`config.mk`:
```
export PLATFORM = sky130hd
export DESIGN_NAME = pipeline_sequencer
export DESIGN_NICKNAME = d
export VERILOG_FILES = /design/src/rtl/pipe_ctrl_pkg.sv /design/src/rtl/hazard_detect.sv /design/src/rtl/pipeline_sequencer.sv
export SDC_FILE = /design/constraint.sdc
export NUM_CORES = 1
export LEC_CHECK = 0
export BUFFER_PORTS_ARGS = -buffer_cell sky130_fd_sc_hd__buf_2
export CORE_ASPECT_RATIO = 1.1
export CORE_UTILIZATION = 30
export DETAILED_ROUTE_END_ITERATION = 10
export GPL_TIMING_DRIVEN = 0
export PLACE_DENSITY = 0.57
export SLEW_MARGIN = 20
export SYNTH_ARGS = -nofsm -noshare
export SYNTH_HDL_FRONTEND = slang
export SYNTH_SLANG_ARGS = --single-unit
```
`constraint.sdc`:
```
create_clock -name clk_i -period 2.85 [get_ports clk_i]
set_input_delay 0.57 -clock clk_i [delete_from_list [all_inputs] [get_ports clk_i]]
set_output_delay 0.57 -clock clk_i [all_outputs]
set_load 0.02 [all_outputs]
```
`src/rtl/pipe_ctrl_pkg.sv`:
```
// Shared types for the pipeline stall/flush sequencer.
//   state_e : sequencer FSM states
//   REG_W   : width of a MIPS register specifier
package pipe_ctrl_pkg;

    localparam int REG_W = 5;

    typedef enum logic [1:0] {
        RUN   = 2'd0,
        WAIT  = 2'd1,
        ERROR = 2'd2
    } state_e;

endpackage

```
`src/rtl/hazard_detect.sv`:
```
// Load-use hazard detector (purely combinational).
// Ports:
//   idex_memread_i : instruction in EX is a load
//   idex_rt_i      : load destination register in EX
//   ifid_rs_i      : rs of the instruction in ID
//   ifid_rt_i      : rt of the instruction in ID
//   lu_o           : ID instruction reads the register the EX load writes
module hazard_detect
    import pipe_ctrl_pkg::*;
(
    input  logic             idex_memread_i,
    input  logic [REG_W-1:0] idex_rt_i,
    input  logic [REG_W-1:0] ifid_rs_i,
    input  logic [REG_W-1:0] ifid_rt_i,
    output logic             lu_o
);

    // $zero never creates a dependency.
    assign lu_o = idex_memread_i
                & (idex_rt_i != '0)
                & ((idex_rt_i == ifid_rs_i) | (idex_rt_i == ifid_rt_i));

endmodule

```
`src/rtl/pipeline_sequencer.sv`:
```
// Stall/flush sequencer for the 5-stage MIPS pipeline. Handles load-use
// stalls, taken beq/j flushes resolved in ID, and freezes the pipeline while a
// multi-cycle data memory access is outstanding (with a timeout to ERROR).
// Also keeps a saturating count of stalled cycles.
//
//   state | meaning
//   RUN   | normal flow; hazards decoded from ID/EX/MEM inputs
//   WAIT  | memory access outstanding, pipeline frozen until ack
//   ERROR | memory timed out; frozen until reset
//
// Ports:
//   clk_i, rst_i        : clock, async active-low reset
//   ifid_rs_i/rt_i      : ID source registers
//   idex_memread_i/rt_i : EX load and its destination
//   branch_i, eq_i      : ID beq and its compare result
//   jump_i              : ID j
//   exmem_memread_i/memwrite_i : MEM-stage access
//   dmem_ack_i / dmem_req_o    : data memory handshake
//   pc_write_o, ifid_write_o, ifid_flush_o, idex_bubble_o, freeze_o : pipeline controls
//   error_o             : sticky timeout flag (registered)
//   stall_cnt_o         : saturating stall-cycle count (registered)
module pipeline_sequencer
    import pipe_ctrl_pkg::*;
#(
    parameter int TIMEOUT = 64,
    parameter int CNT_W   = 32
) (
    input  logic             clk_i,
    input  logic             rst_i,
    input  logic [REG_W-1:0] ifid_rs_i,
    input  logic [REG_W-1:0] ifid_rt_i,
    input  logic             idex_memread_i,
    input  logic [REG_W-1:0] idex_rt_i,
    input  logic             branch_i,
    input  logic             eq_i,
    input  logic             jump_i,
    input  logic             exmem_memread_i,
    input  logic             exmem_memwrite_i,
    input  logic             dmem_ack_i,
    output logic             dmem_req_o,
    output logic             pc_write_o,
    output logic             ifid_write_o,
    output logic             ifid_flush_o,
    output logic             idex_bubble_o,
    output logic             freeze_o,
    output logic             error_o,
    output logic [CNT_W-1:0] stall_cnt_o
);

    localparam int                WCNT_W    = $clog2(TIMEOUT) + 1;
    localparam logic [WCNT_W-1:0] WAIT_LAST = WCNT_W'(TIMEOUT - 1);

    state_e            state_q, state_d;
    logic [WCNT_W-1:0] wait_cnt_q, wait_cnt_d;
    logic [CNT_W-1:0]  stall_cnt_q, stall_cnt_d;
    logic              error_q, error_d;

    logic mem_op;
    logic mem_stall;
    logic lu;
    logic take;
    logic lu_stall;

    hazard_detect u_hazard_detect (
        .idex_memread_i (idex_memread_i),
        .idex_rt_i      (idex_rt_i),
        .ifid_rs_i      (ifid_rs_i),
        .ifid_rt_i      (ifid_rt_i),
        .lu_o           (lu)
    );

    assign mem_op    = exmem_memread_i | exmem_memwrite_i;
    assign mem_stall = mem_op & ~dmem_ack_i;
    assign take      = (branch_i & eq_i) | jump_i;
    // Memory stall outranks load-use; the hazard is retried after the access.
    assign lu_stall  = (state_q == RUN) & ~mem_stall & lu;

    always_ff @(posedge clk_i or negedge rst_i) begin
        if (!rst_i) begin
            state_q     <= RUN;
            wait_cnt_q  <= '0;
            stall_cnt_q <= '0;
            error_q     <= 1'b0;
        end else begin
            state_q     <= state_d;
            wait_cnt_q  <= wait_cnt_d;
            stall_cnt_q <= stall_cnt_d;
            error_q     <= error_d;
        end
    end

    always_comb begin
        state_d    = state_q;
        wait_cnt_d = wait_cnt_q;
        case (state_q)
            RUN: begin
                if (mem_stall) state_d = WAIT;
            end
            WAIT: begin
                if (dmem_ack_i) begin
                    state_d    = RUN;
                    wait_cnt_d = '0;
                end else begin
                    wait_cnt_d = wait_cnt_q + WCNT_W'(1);
                    if (wait_cnt_q == WAIT_LAST) state_d = ERROR;
                end
            end
            ERROR: state_d = ERROR;
            default: state_d = RUN;
        endcase
    end

    always_comb begin
        dmem_req_o    = 1'b0;
        pc_write_o    = 1'b0;
        ifid_write_o  = 1'b0;
        ifid_flush_o  = 1'b0;
        idex_bubble_o = 1'b0;
        freeze_o      = 1'b0;
        case (state_q)
            RUN: begin
                dmem_req_o = mem_op;
                if (mem_stall) begin
                    freeze_o = 1'b1;
                end else if (lu) begin
                    idex_bubble_o = 1'b1;
                end else if (take) begin
                    ifid_flush_o = 1'b1;
                    pc_write_o   = 1'b1;
                end else begin
                    pc_write_o   = 1'b1;
                    ifid_write_o = 1'b1;
                end
            end
            WAIT: begin
                dmem_req_o   = 1'b1;
                freeze_o     = ~dmem_ack_i;
                pc_write_o   = dmem_ack_i;
                ifid_write_o = dmem_ack_i;
            end
            ERROR: begin
                freeze_o = 1'b1;
            end
            default: begin
                freeze_o = 1'b1;
            end
        endcase
    end

    always_comb begin
        stall_cnt_d = stall_cnt_q;
        if ((freeze_o | lu_stall) && (stall_cnt_q != '1))
            stall_cnt_d = stall_cnt_q + CNT_W'(1);
    end

    assign error_d     = (state_d == ERROR);
    assign error_o     = error_q;
    assign stall_cnt_o = stall_cnt_q;

endmodule

```
### Word level (Yosys, flattened, before mapping)

Cells that the tools add are included.

* register bits: 42
* input bits: 24
* logic and storage cells: 50

* bitwise gates (word level): 12
* add/sub/neg operators: 2
* reductions and logical operators: 3
* mux-type cells: 22
* equality and inequality tests: 7

Operators by type and width (count)
* $add 32x1->32 const B: 1
* $ne 32x32->1 const B: 1
* $mux 1: 13
* $eq 5x5->1: 2
* $pmux 1 s2: 4
* $add 7x1->7 const B: 1
* $eq 7x6->1 const B: 1
* $mux 7: 1
* $and 1x1->1: 6
* $mux 2: 3
* $pmux 2 s3: 1
* $reduce_bool 5->1: 1
* $eq 2x2->1 const B: 2
* $or 1x1->1: 4
* $eq 2x1->1 const B: 1
* $logic_not 2->1: 1
* $not 1->1: 2
* $logic_and 1x1->1: 1

### Depth between registers and ports, before layout

* word-level depth: 7
* mapped depth: 9
* mapped depth without buffers: 7

### Modules after synthesis

A second synthesis with hierarchy kept.

* cells, all modules: 236
* area, all modules: 2432.3 µm²

Modules (own cells, without submodules)
* pipeline_sequencer: cells each 219, area each 2307.2 µm², instances 1
* hazard_detect: cells each 17, area each 125.1 µm², instances 1

### Worst setup path after synthesis

No wires, ideal clock.

* path kind: in2out
* start: input port idex_rt_i[0]
* end: output port ifid_write_o
* setup slack: 0.256 ns
* stages: 6
* data required time: 2.280 ns
* buffers on the path: 2
* data arrival time: 2.024 ns
* cells stage by stage: or4_1 > o21a_1 > a21bo_1 > buf_6 > buf_6 > o21ai_1

* cells in the longest elaborated chain, start to end: 6

RTL lines
* start: declaration: RTL line pipeline_sequencer.sv:33 `input logic [REG_W-1:0] idex_rt_i,`
* $eq 5x5->1 or $reduce_bool 5->1 (tied branches): RTL line hazard_detect.sv:21, hazard_detect.sv:20
* $or 1x1->1 or $and 1x1->1 (tied branches): RTL line hazard_detect.sv:21, hazard_detect.sv:20
* $and 1x1->1 (*): RTL line hazard_detect.sv:21 `& ((idex_rt_i == ifid_rs_i) | (idex_rt_i == ifid_rt_i));`
* $mux 1 (*): RTL line pipeline_sequencer.sv:125 `end else if (lu) begin`
* $mux 1 (*): RTL line pipeline_sequencer.sv:123 `if (mem_stall) begin`
* $pmux 1 s2 (*): RTL line pipeline_sequencer.sv:120 `case (state_q)`
* end: declaration: RTL line pipeline_sequencer.sv:42 `output logic ifid_write_o,`

Every way passes the cells marked *; elsewhere a longest branch is shown, timed or not.

### Final worst setup path

Same ends and word-level chain as after synthesis.

==> key figures <==
Logic synthesis
  – Main synth FF type: dfrtp_1
  – Most common cell in the netlist: dfrtp_1
  – Post-synth cell types: 38
  – Yosys warns: 0
  – Synth top area cells: dfrtp_1 (43%), xnor2_1 (14%), nand3_2 (5.0%)
  – Syn Nets: 260
  – Post-synth ARST share: 1.00
  – Most frequent cells after synthesis: dfrtp_1 (42), xnor2_1 (40), nand2_1 (21)
  – Post-synth top area share: 0.435
  – Synth Instances: 234
  – Netlist area before placement: 2420 um^2
  – Seq/Total Area, Yosys: 0.435
  – Seq cells post-synth: 42
  – Post-synth EDFFs: 0
  – Yosys top cell by area: dfrtp_1
  – Syn_area_per_cell: 10.3 um^2

GRT
  – Total track usage: 0.141
  – GRT Residual Overflow: 0
  – First-pass GRT wire length: 9200 um
  – Largest net degree at the start of global routing: 43
  – Initial antenna violation count: 0
  – Vias in the first global route: 1928

Timing
  – Fmax: 364 MHz
  – Tmin final: 2.74 ns
  – Fin. Hold Viols: 0
  – Final setup viols: 0
  – RSZ-0062 raised after global routing: false
  – Period utilization: 0.963
  – Final WS setup: 0.105 ns
  – Max transition margin: 0.366
  – Slew Viols, Final: 0
  – Setup TNS: 0 ns
  – Clock Skew: 0.0144 ns
  – Worst-margin pin slew: 0.951 ns

Cells and area
  – Register Area: 1050 um^2
  – Area of the multi-input gates: 1270 um^2
  – # diodes: 0
  – Fillers: 770
  – Nets: 328
  – Layout area overhead: 21.9%
  – Fraction of layout cells with a size suffix above 1: 0.337

Setup path
  – Worst Setup Start Kind: input port
  – Largest fanout on the critical path: 10
  – Slowest stage delay, CP: 0.51 ns
  – Reg-to-reg startpoint: stall_cnt_o[0]$_DFFE_PN0P_
  – Crit path capture type: primary output
  – CP Launch Point: idex_rt_i[0]
  – WS Path Type: in -> out
  – Critical Path AT: 2.17 ns
  – Reg2reg path depth: 9
  – CP max stage cell: or4_1
  – Cell breakdown of the critical path: buf_2 -> or4_1 -> o21a_1 -> a21bo_1 -> buf_6 -> buf_6 -> o21ai_1 -> buf_2
  – CP Data Required Time: 2.28 ns

Routing
  – Final WL: 5420 um
  – Vias/cell: 4.92
  – Top Layer Used: met4
  – Antenna-violating nets left: 0
  – DRC: 0
  – Routed length per placed instance: 13.3 um
  – Drt pass-1 iters: 4
  – Vias: 2007
  – DR iter-0 viols: 74
  – Met3 routed wirelength: 220 um
  – Wire length on met1: 2580 um
  – Routed wl met2: 2570 um

Placed design
  – DP Worst Slack: 0.0976 ns
  – IO Port Bufs: 61
  – Hpwl dp: 3950 um
  – RePlAce Congestion: 0.736

Floorplanning
  – Core area: 7640 um^2
  – Initial Util: 0.316
  – Die height: 96.1 um
  – # rows: 33
  – Die width: 87.6 um
  – I/O pin total: 63
  – Die area: 8420 um^2

Clock tree
  – Root Driver: clkbuf_8
  – CTS sink count: 42
  – Cts-stage hold buffer count: 0
  – Clock buffers created by TritonCTS: 5
  – Clk Latency, worst-skew pair: 0.30 ns
  – CTS tree: done
  – Depth of the CTS H-tree: 2
  – Worst-path clk slew: 0.09 ns
  – Clock buffer depth: 2

Hold path
  – HP Class: in -> async

Job
  – Max cap viols: 0

Pwr
  – Power per Cell Area: 515 nW/um^2
  – Leak Pwr: 1.42 nW
  – Max rail drop VDD: 0.195 mV

Outcome
  – Status: complete, no violations
routing by layer:
layer | track usage | up-vias
met2 | 0.236 | 55
met4 | 0.0451 | 0
met5 | 0 | -
li1 | - | 972
met3 | 0.0292 | 4
met1 | 0.183 | 976
worst paths after layout:
| path | slack [ns] | endpoint |
|---|---|---|
| min in group clk_i | 0.49 | stall_cnt_o[26]$_DFFE_PN0P_ |
| max in group asynchronous | 1.83 | stall_cnt_o[28]$_DFFE_PN0P_ |
| setup reg to reg | 0.56 | stall_cnt_o[25]$_DFFE_PN0P_ |
| hold reg to reg | 0.49 | stall_cnt_o[26]$_DFFE_PN0P_ |
| setup / recovery | 0.11 | ifid_write_o |
| hold / removal | 0.41 | stall_cnt_o[6]$_DFFE_PN0P_ |
state kept, by name, indices dropped and copies added, names as in the netlist:
register,count
wait_cnt_q,7
stall_cnt_o,32
error_o,1
state_q,2
logic make-up after synthesis:
logic type / synth area share
buf+inv: 0.0378
compound gates: 0.0549
mux: 0.00932
fa+ha+maj: 0.0104
simple gates: 0.304
flops: 0.435
xor+xnor: 0.149
cells in the final DEF, fill, tap and decap left out, drive strengths merged:
cell     Yosys  routed
nand3       27      27
nand4       12      12
o21ai       11      11
nand2       21      21
a2111oi      1       1
o31ai        1       1
nand4b       3       3
inv          3       3
nor2        15      15
o22ai        1       1
and4         4       4
xnor2       40      40
nor2b        1       1
buf          7      68
nor4         3       3
dfrtp       42      42
a21oi        4       4
o21a         1       1
or4          1       1
clkinv       0       1
nor3         5       5
a21bo        1       1
nand3b       4       4
a31oi        1       1
clkbuf       2       9
and3        18      18
mux2         2       2
ha           2       2
xor2         1       1
per-stage QoR:
step,hold slack (ns),util,power [mW],instance area [um^2],instances
finish,0.407,0.386,1.52,2950,408
detailed placement,0.476,0.374,1.13,2850,400
CTS,0.453,0.386,1.54,2950,408
floorplan,0.274,-,0.987,2420,234
global placement,0.478,0.374,1.12,2850,400
global route,0.488,0.386,1.61,2950,408
worst max-delay path: cells and delay by family:
kind / cells / cell delay [ns]
AO/OA/AOI/OAI: 3 / 0.49
buffers and inverters: 4 / 0.58
AND/OR/NAND/NOR: 1 / 0.51
layout make-up:
class                   count  share of cell area
repair buffers             61               0.104
well taps                 105              0.0446
flip-flops and latches     42               0.357
inverters                   3             0.00382
multi-input cells         180               0.433
plain buffers               9              0.0276
clock buffers               7              0.0293
clock inverters             1             0.00170
timing repair:
item | CTS | global route
endpoints found under the setup margin | 0 | 2
hold endpoints to repair | 0 | 0
resized for setup | 0 | 2
setup buffers | 0 | 0
power by group:
group / switching [mW] / leakage [nW] / internal, mW / total [mW]
Combinational: 0.215 / 0.802 / 0.154 / 0.370
Sequential: 0.0832 / 0.565 / 0.661 / 0.744
Clock: 0.209 / 0.0482 / 0.196 / 0.405
No activity file was read; power rests on OpenSTA's default activity.
